## config.mk

```make
export PLATFORM = sky130hd
export DESIGN_NAME = mdriver_arbiter
export DESIGN_NICKNAME = d
export VERILOG_FILES = /design/src/rtl/mdriver_arb_pkg.sv /design/src/rtl/mdriver_rr_pick.sv /design/src/rtl/mdriver_arbiter.sv
export SDC_FILE = /design/constraint.sdc
export NUM_CORES = 1
export LEC_CHECK = 0
export ABC_AREA = 1
export CAP_MARGIN = 20
export CORE_MARGIN = 8
export CORE_UTILIZATION = 43
export DETAILED_ROUTE_END_ITERATION = 8
export PLACE_DENSITY_LB_ADDON = 0.15
export SYNTH_ARGS = -nofsm -noshare
export SYNTH_HDL_FRONTEND = slang
export SYNTH_SLANG_ARGS = --single-unit
export TNS_END_PERCENT = 100
```

## constraint.sdc

```tcl
create_clock -name clk -period 3.3 [get_ports clk]
set_clock_uncertainty 0.1 [all_clocks]
set_input_delay 0.825 -clock clk [delete_from_list [all_inputs] [get_ports clk]]
set_output_delay 0.825 -clock clk [all_outputs]
set_load 0.01 [all_outputs]
```

## src/rtl/mdriver_arb_pkg.sv

```systemverilog
// Shared types and default widths for the mdriver round-robin arbiter.
package mdriver_arb_pkg;

   typedef enum logic [1:0] {
      IDLE = 2'd0,
      BUSY = 2'd1,
      DONE = 2'd2
   } arb_state_t;

   localparam int ARB_DW = 32;
   localparam int ARB_AW = 8;

endpackage

```

## src/rtl/mdriver_rr_pick.sv

```systemverilog
// Combinational round-robin picker: first set request at or above ptr, wrapping.
module mdriver_rr_pick
   import mdriver_arb_pkg::*;
#(
   parameter  int NREQ = 4,
   localparam int IW   = $clog2(NREQ)
) (
   input  logic [NREQ-1:0] req,
   input  logic [IW-1:0]   ptr,
   output logic [NREQ-1:0] pick,
   output logic [IW-1:0]   pick_idx,
   output logic            any
);

   logic [IW:0]   sum;
   logic [IW-1:0] j;

   // scan offsets 0..NREQ-1 from ptr, keeping the first hit
   always_comb begin
      pick     = '0;
      pick_idx = '0;
      any      = 1'b0;
      sum      = '0;
      j        = '0;
      for (int off = 0; off < NREQ; off++) begin
         sum = {1'b0, ptr} + (IW+1)'(off);
         if (sum >= (IW+1)'(NREQ)) begin
            sum = sum - (IW+1)'(NREQ);
         end else begin
            sum = sum;
         end
         j = sum[IW-1:0];
         if (!any && req[j]) begin
            any      = 1'b1;
            pick_idx = j;
            pick[j]  = 1'b1;
         end else begin
            any = any;
         end
      end
   end

endmodule

```

## src/rtl/mdriver_arbiter.sv

```systemverilog
// Round-robin arbiter/sequencer sharing one bus master among NREQ requesters.
// Optional BUSY timeout abort is enabled by defining SERUM_ARB_TIMEOUT_EN.
module mdriver_arbiter
   import mdriver_arb_pkg::*;
#(
   parameter int NREQ    = 4,
   parameter int DW      = ARB_DW,
   parameter int AW      = ARB_AW,
   parameter int TIMEOUT = 16
) (
   input  logic             clk,
   input  logic             nreset,
   input  logic [NREQ-1:0]  req,
   input  logic [NREQ-1:0]  we,
   input  logic [NREQ*AW-1:0] addr,
   input  logic [NREQ*DW-1:0] wdata,
   output logic [NREQ-1:0]  gnt,
   output logic [NREQ-1:0]  done,
   output logic [DW-1:0]    rdata,
   output logic             err,
   output logic             busy,
   output logic             m_req,
   output logic             m_we,
   output logic [AW-1:0]    m_addr,
   output logic [DW-1:0]    m_wdata,
   input  logic             m_ack,
   input  logic [DW-1:0]    m_rdata
);

   localparam int IW = $clog2(NREQ);

   arb_state_t      state_q, state_d;
   logic [IW-1:0]   idx_q, idx_d;
   logic [IW-1:0]   ptr_q, ptr_d;
   logic            m_we_q, m_we_d;
   logic [AW-1:0]   m_addr_q, m_addr_d;
   logic [DW-1:0]   m_wdata_q, m_wdata_d;
   logic [DW-1:0]   rdata_q, rdata_d;
   logic            err_q, err_d;
   logic            busy_q, busy_d;
   logic            m_req_q, m_req_d;
   logic [NREQ-1:0] gnt_q, gnt_d;
   logic [NREQ-1:0] done_q, done_d;

   logic [NREQ-1:0] pick;
   logic [IW-1:0]   pick_idx;
   logic            pick_any;
   logic            tmo;

   mdriver_rr_pick #(.NREQ(NREQ)) u_pick (
      .req      (req),
      .ptr      (ptr_q),
      .pick     (pick),
      .pick_idx (pick_idx),
      .any      (pick_any)
   );

`ifdef SERUM_ARB_TIMEOUT_EN
   localparam int CW = $clog2(TIMEOUT + 1);
   logic [CW-1:0] cnt_q, cnt_d;

   // cycle counter runs only in BUSY, so it is zero on every BUSY entry
   always_comb begin
      cnt_d = '0;
      if (state_q == BUSY) begin
         cnt_d = cnt_q + 1'b1;
      end else begin
         cnt_d = '0;
      end
   end

   // timeout counter register
   always_ff @(posedge clk or negedge nreset) begin
      if (!nreset) begin
         cnt_q <= '0;
      end else begin
         cnt_q <= cnt_d;
      end
   end

   assign tmo = (cnt_q == CW'(TIMEOUT - 1));
`else
   assign tmo = 1'b0;
`endif

   // next-state and next-output decode; outputs are flopped from next state
   always_comb begin
      state_d   = state_q;
      idx_d     = idx_q;
      ptr_d     = ptr_q;
      m_we_d    = m_we_q;
      m_addr_d  = m_addr_q;
      m_wdata_d = m_wdata_q;
      rdata_d   = rdata_q;
      err_d     = 1'b0;
      case (state_q)
         IDLE: begin
            if (pick_any) begin
               state_d   = BUSY;
               idx_d     = pick_idx;
               m_we_d    = we[pick_idx];
               m_addr_d  = addr[int'(pick_idx)*AW +: AW];
               m_wdata_d = wdata[int'(pick_idx)*DW +: DW];
            end else begin
               state_d = IDLE;
            end
         end
         BUSY: begin
            // m_ack wins over a same-cycle timeout
            if (m_ack) begin
               state_d = DONE;
               if (!m_we_q) begin
                  rdata_d = m_rdata;
               end else begin
                  rdata_d = rdata_q;
               end
            end else if (tmo) begin
               state_d = DONE;
               err_d   = 1'b1;
               rdata_d = '0;
            end else begin
               state_d = BUSY;
            end
         end
         DONE: begin
            state_d = IDLE;
            if (idx_q == IW'(NREQ - 1)) begin
               ptr_d = '0;
            end else begin
               ptr_d = idx_q + 1'b1;
            end
         end
         default: begin
            state_d = IDLE;
         end
      endcase

      busy_d  = (state_d != IDLE);
      m_req_d = (state_d == BUSY);
      gnt_d   = '0;
      done_d  = '0;
      if (busy_d) begin
         gnt_d[idx_d] = 1'b1;
      end else begin
         gnt_d = '0;
      end
      if (state_d == DONE) begin
         done_d[idx_d] = 1'b1;
      end else begin
         done_d = '0;
      end
   end

   // state and output registers
   always_ff @(posedge clk or negedge nreset) begin
      if (!nreset) begin
         state_q   <= IDLE;
         idx_q     <= '0;
         ptr_q     <= '0;
         m_we_q    <= 1'b0;
         m_addr_q  <= '0;
         m_wdata_q <= '0;
         rdata_q   <= '0;
         err_q     <= 1'b0;
         busy_q    <= 1'b0;
         m_req_q   <= 1'b0;
         gnt_q     <= '0;
         done_q    <= '0;
      end else begin
         state_q   <= state_d;
         idx_q     <= idx_d;
         ptr_q     <= ptr_d;
         m_we_q    <= m_we_d;
         m_addr_q  <= m_addr_d;
         m_wdata_q <= m_wdata_d;
         rdata_q   <= rdata_d;
         err_q     <= err_d;
         busy_q    <= busy_d;
         m_req_q   <= m_req_d;
         gnt_q     <= gnt_d;
         done_q    <= done_d;
      end
   end

   assign gnt     = gnt_q;
   assign done    = done_q;
   assign rdata   = rdata_q;
   assign err     = err_q;
   assign busy    = busy_q;
   assign m_req   = m_req_q;
   assign m_we    = m_we_q;
   assign m_addr  = m_addr_q;
   assign m_wdata = m_wdata_q;

endmodule
```

==> results.json <==
{
  "clock_insertion_delay_worst_skew_ns": 0.33,
  "synth-async-reset-ratio_pct": 100,
  "critPathTopFamily": "buffers and inverters",
  "dieArea_um2": 15900,
  "hold_buffers": 0,
  "critPathBufInv": 4,
  "clk_pin_slew_worst_paths_ns": 0.07,
  "switchingPower_mw": 4.51,
  "area_growth_pct": 60.6,
  "firstDrtPassIters": 5,
  "cts_buffer_depth": 2,
  "rsz0062_at_grt": "no",
  "vdd_drop_max_uv": 930,
  "ant_nets": 0,
  "htree_levels": 3,
  "yosysTopAreaCell": "dfrtp_1",
  "critical_path.startpoint": "req[1]",
  "ys_warn_count": 0,
  "diodes": 0,
  "outcome": "finished clean",
  "timing.critical_path.to": "gnt[3]",
  "cts_tree": "done",
  "cts.sinks": 89,
  "drv_slew": 0,
  "ys_ff_latch": 89,
  "regArea_um2": 2230,
  "drt_iter0_markers": 366,
  "hpwl_mm": 15.7,
  "p_comb_share_pct": 67.2,
  "setup.worst_path.start_class": "input port",
  "gp_congestion": 0.896,
  "placed_cell_area_um2": 8020,
  "fin_nets": 1102,
  "start_util_pct": 43.7,
  "r2r_slack_ns": 0.68,
  "seq_power_share_pct": 20.8,
  "critPathMaxStageDelay_ns": 0.51,
  "hold_ws_ns": 0.380,
  "worstPathMaxFanout": 37,
  "grt_pass1_vias": 5920,
  "reg2reg_from": "ptr_q[0]",
  "route.met2.wl_mm": 10.6,
  "multi_input_area_um2": 2530,
  "die_h_um": 126,
  "vias": 5782,
  "grt_pass1_wl_mm": 32.8,
  "post-cts-setup-buffers": 0,
  "core_area_um2": 11900,
  "crit_chain": "clkdlybuf4s50_1, inv_1, nand2_1, nand3_1, nand2_1, inv_1, nand3_4, nand2_2, inv_2, nand2_1, nand2_4, nand2_1, nor2_1",
  "finalCritPeriodShare_pct": 86.1,
  "synth_adder_area_share_pct": 0.241,
  "min_period_ns": 2.84,
  "gr-total-overflow": 0,
  "final_cells": 1050,
  "place_inst": 1034,
  "p_int_mw": 4.95,
  "dr_wl_met3_mm": 1.95,
  "maxSlewHeadroom_pct": 48.5,
  "synth_top_family_by_area": "simple AND/OR/NAND/NOR gates",
  "drive_above_1_share_pct": 9.19,
  "cts-root-buf": "clkbuf_16",
  "synth_edf_count": 0,
  "worstPathRequired_ns": 3.45,
  "fin_util_pct": 70.1,
  "route.layer.met1.wl_mm": 8.01,
  "setup_viol": 0,
  "crit_top_cell": "nand2_1",
  "via_per_inst": 5.51,
  "hp-class": "reg2reg",
  "synthCells": 644,
  "clockPowerShare_pct": 11.9,
  "drc": 0,
  "synth_flop_cell": "dfrtp_1",
  "fillerInstances": 973,
  "synth_xor_area_share_pct": 0,
  "crit_path_end_kind": "flop",
  "cp.arrival_ns": 2.99,
  "placementRows": 40,
  "cts_made_buffers": 9,
  "fmax_mhz": 352,
  "fin_setup_tns_ns": 0,
  "worst-path-stages": 13,
  "crit_type": "in2reg",
  "avgSynthCellArea_um2": 8.07,
  "power_mw": 9.46,
  "synth.area.top_cells": "dfrtp_1, nand2_1, nand3_1",
  "maxCapViolCount": 0,
  "ios": 287,
  "worst_slack_ns": 0.460,
  "reg2reg_depth": 12,
  "port_buffers": 285,
  "cts.repair.resized": 0,
  "sw_frac_of_total_pct": 47.6,
  "dieWidth_um": 126,
  "p_per_area_nw_per_um2": 1130,
  "highest-signal-layer": "met4",
  "yosysUniqueCellTypes": 26,
  "r2r_end": "gnt[3]",
  "syn-cell-area_um2": 5200,
  "synthDominantCellAreaShare_pct": 42.8,
  "fin_area_um2": 8350,
  "hold_viol_final": 0,
  "routed_wl_mm": 21.1,
  "grt_antenna_before_repair": 0,
  "wl_per_cell_um": 20.0,
  "synth_seq_area_share_pct": 42.8,
  "worst_pin_slew_ns": 0.773,
  "place_ws_ns": 0.105,
  "synth_compound_area_share_pct": 0.866,
  "synth-simple-area-share_pct": 40.3,
  "grt_max_degree": 84,
  "leakage_nw": 3.72,
  "syn_nets": 848,
  "track_usage_pct": 25.9,
  "slowest_stage": "inv_2",
  "synth_mux_area_share_pct": 6.93
}
## cell families (layout without fill, tap and decap cells)
group / Yosys count / after routing
adder cells (fa/ha/maj): 1 / 1
other: 1 / 1
AND/OR/NAND/NOR: 441 / 441
flip-flops: 89 / 89
AO/OA/AOI/OAI: 6 / 6
multiplexers: 32 / 32
buffers and inverters: 74 / 333
## Yosys cell counts (2+ instances only)
cell and instances:
nand2_1 202, nand3_1 129, inv_1 12, nand4_1 82
nand2_2 5, nand3_2 3, buf_6 10, dfrtp_1 89
inv_2 5, o21ai_0 2, buf_4 19, buf_2 24
mux2_2 32, buf_1 4, nor3_1 2, nor2_1 13
nor3_2 2
## cell usage in the layout (no fill, tap or decap), drive strengths merged
cell type,Yosys,layout
conb,1,1
dfrtp,89,89
nor2,14,14
o21ai,3,3
inv,17,18
clkinv,0,2
nand4,82,82
nand3,133,133
mux2,32,32
buf,57,16
o31ai,1,1
clkdlybuf4s50,0,284
a21oi,1,1
clkbuf,0,10
a31oi,1,1
ha,1,1
clkinvlp,0,1
bufinv,0,2
nand2,208,208
nor3,4,4
## final cells by class
class | instances | area share, %
inverters | 17 | 0.764
clock buffers | 10 | 2.86
well taps | 147 | 2.20
multi-input cells | 481 | 30.3
flip-flops and latches | 89 | 26.7
clock inverters | 6 | 1.08
repair buffers | 300 | 36.1
## metal layers
layer  vias up  track usage (%)
met5         -                0
met4         0             8.63
met3        31             8.44
met2       271             45.1
met1      2751             29.2
li1       2729                -
## worst min-delay path, stage by stage, from the launching register on
cell and delay, ns:
dfrtp_1 0.35, nand2_1 0.05, nand2_1 0.05
## worst min-delay path by stage
stage	from	end	slack, ns	depth (start not counted)
3_3_place_gp	m_wdata[19]	m_wdata[19]	0.36	2
3_5_place_dp	m_wdata[19]	m_wdata[19]	0.36	2
4_1_cts	m_wdata[31]	m_wdata[31]	0.38	2
6_report	m_wdata[3]	m_wdata[3]	0.38	2
2_1_floorplan	idx_q[0]	ptr_q[0]	0.38	1
5_1_grt	m_wdata[29]	m_wdata[29]	0.40	2
## power groups by stage
stage               logic (mW)  registers, mW  clock network [mW]
floorplan                 3.97           2.16                   0
global placement          6.15           1.95                   0
detailed placement        6.34           1.98                   0
CTS                       6.38           1.97                1.15
global route              6.97           2.03                1.19
finish                    6.36           1.97                1.13
## sequential cells by signal (all words and copies together) (netlist names)
| register | count |
|---|---|
| m_req | 1 |
| gnt | 4 |
| m_addr | 8 |
| m_wdata | 32 |
| done | 4 |
| ptr_q | 2 |
| state_q | 2 |
| idx_q | 2 |
| busy | 1 |
| m_we | 1 |
| rdata | 32 |
Power figures use the tool's default switching activity.
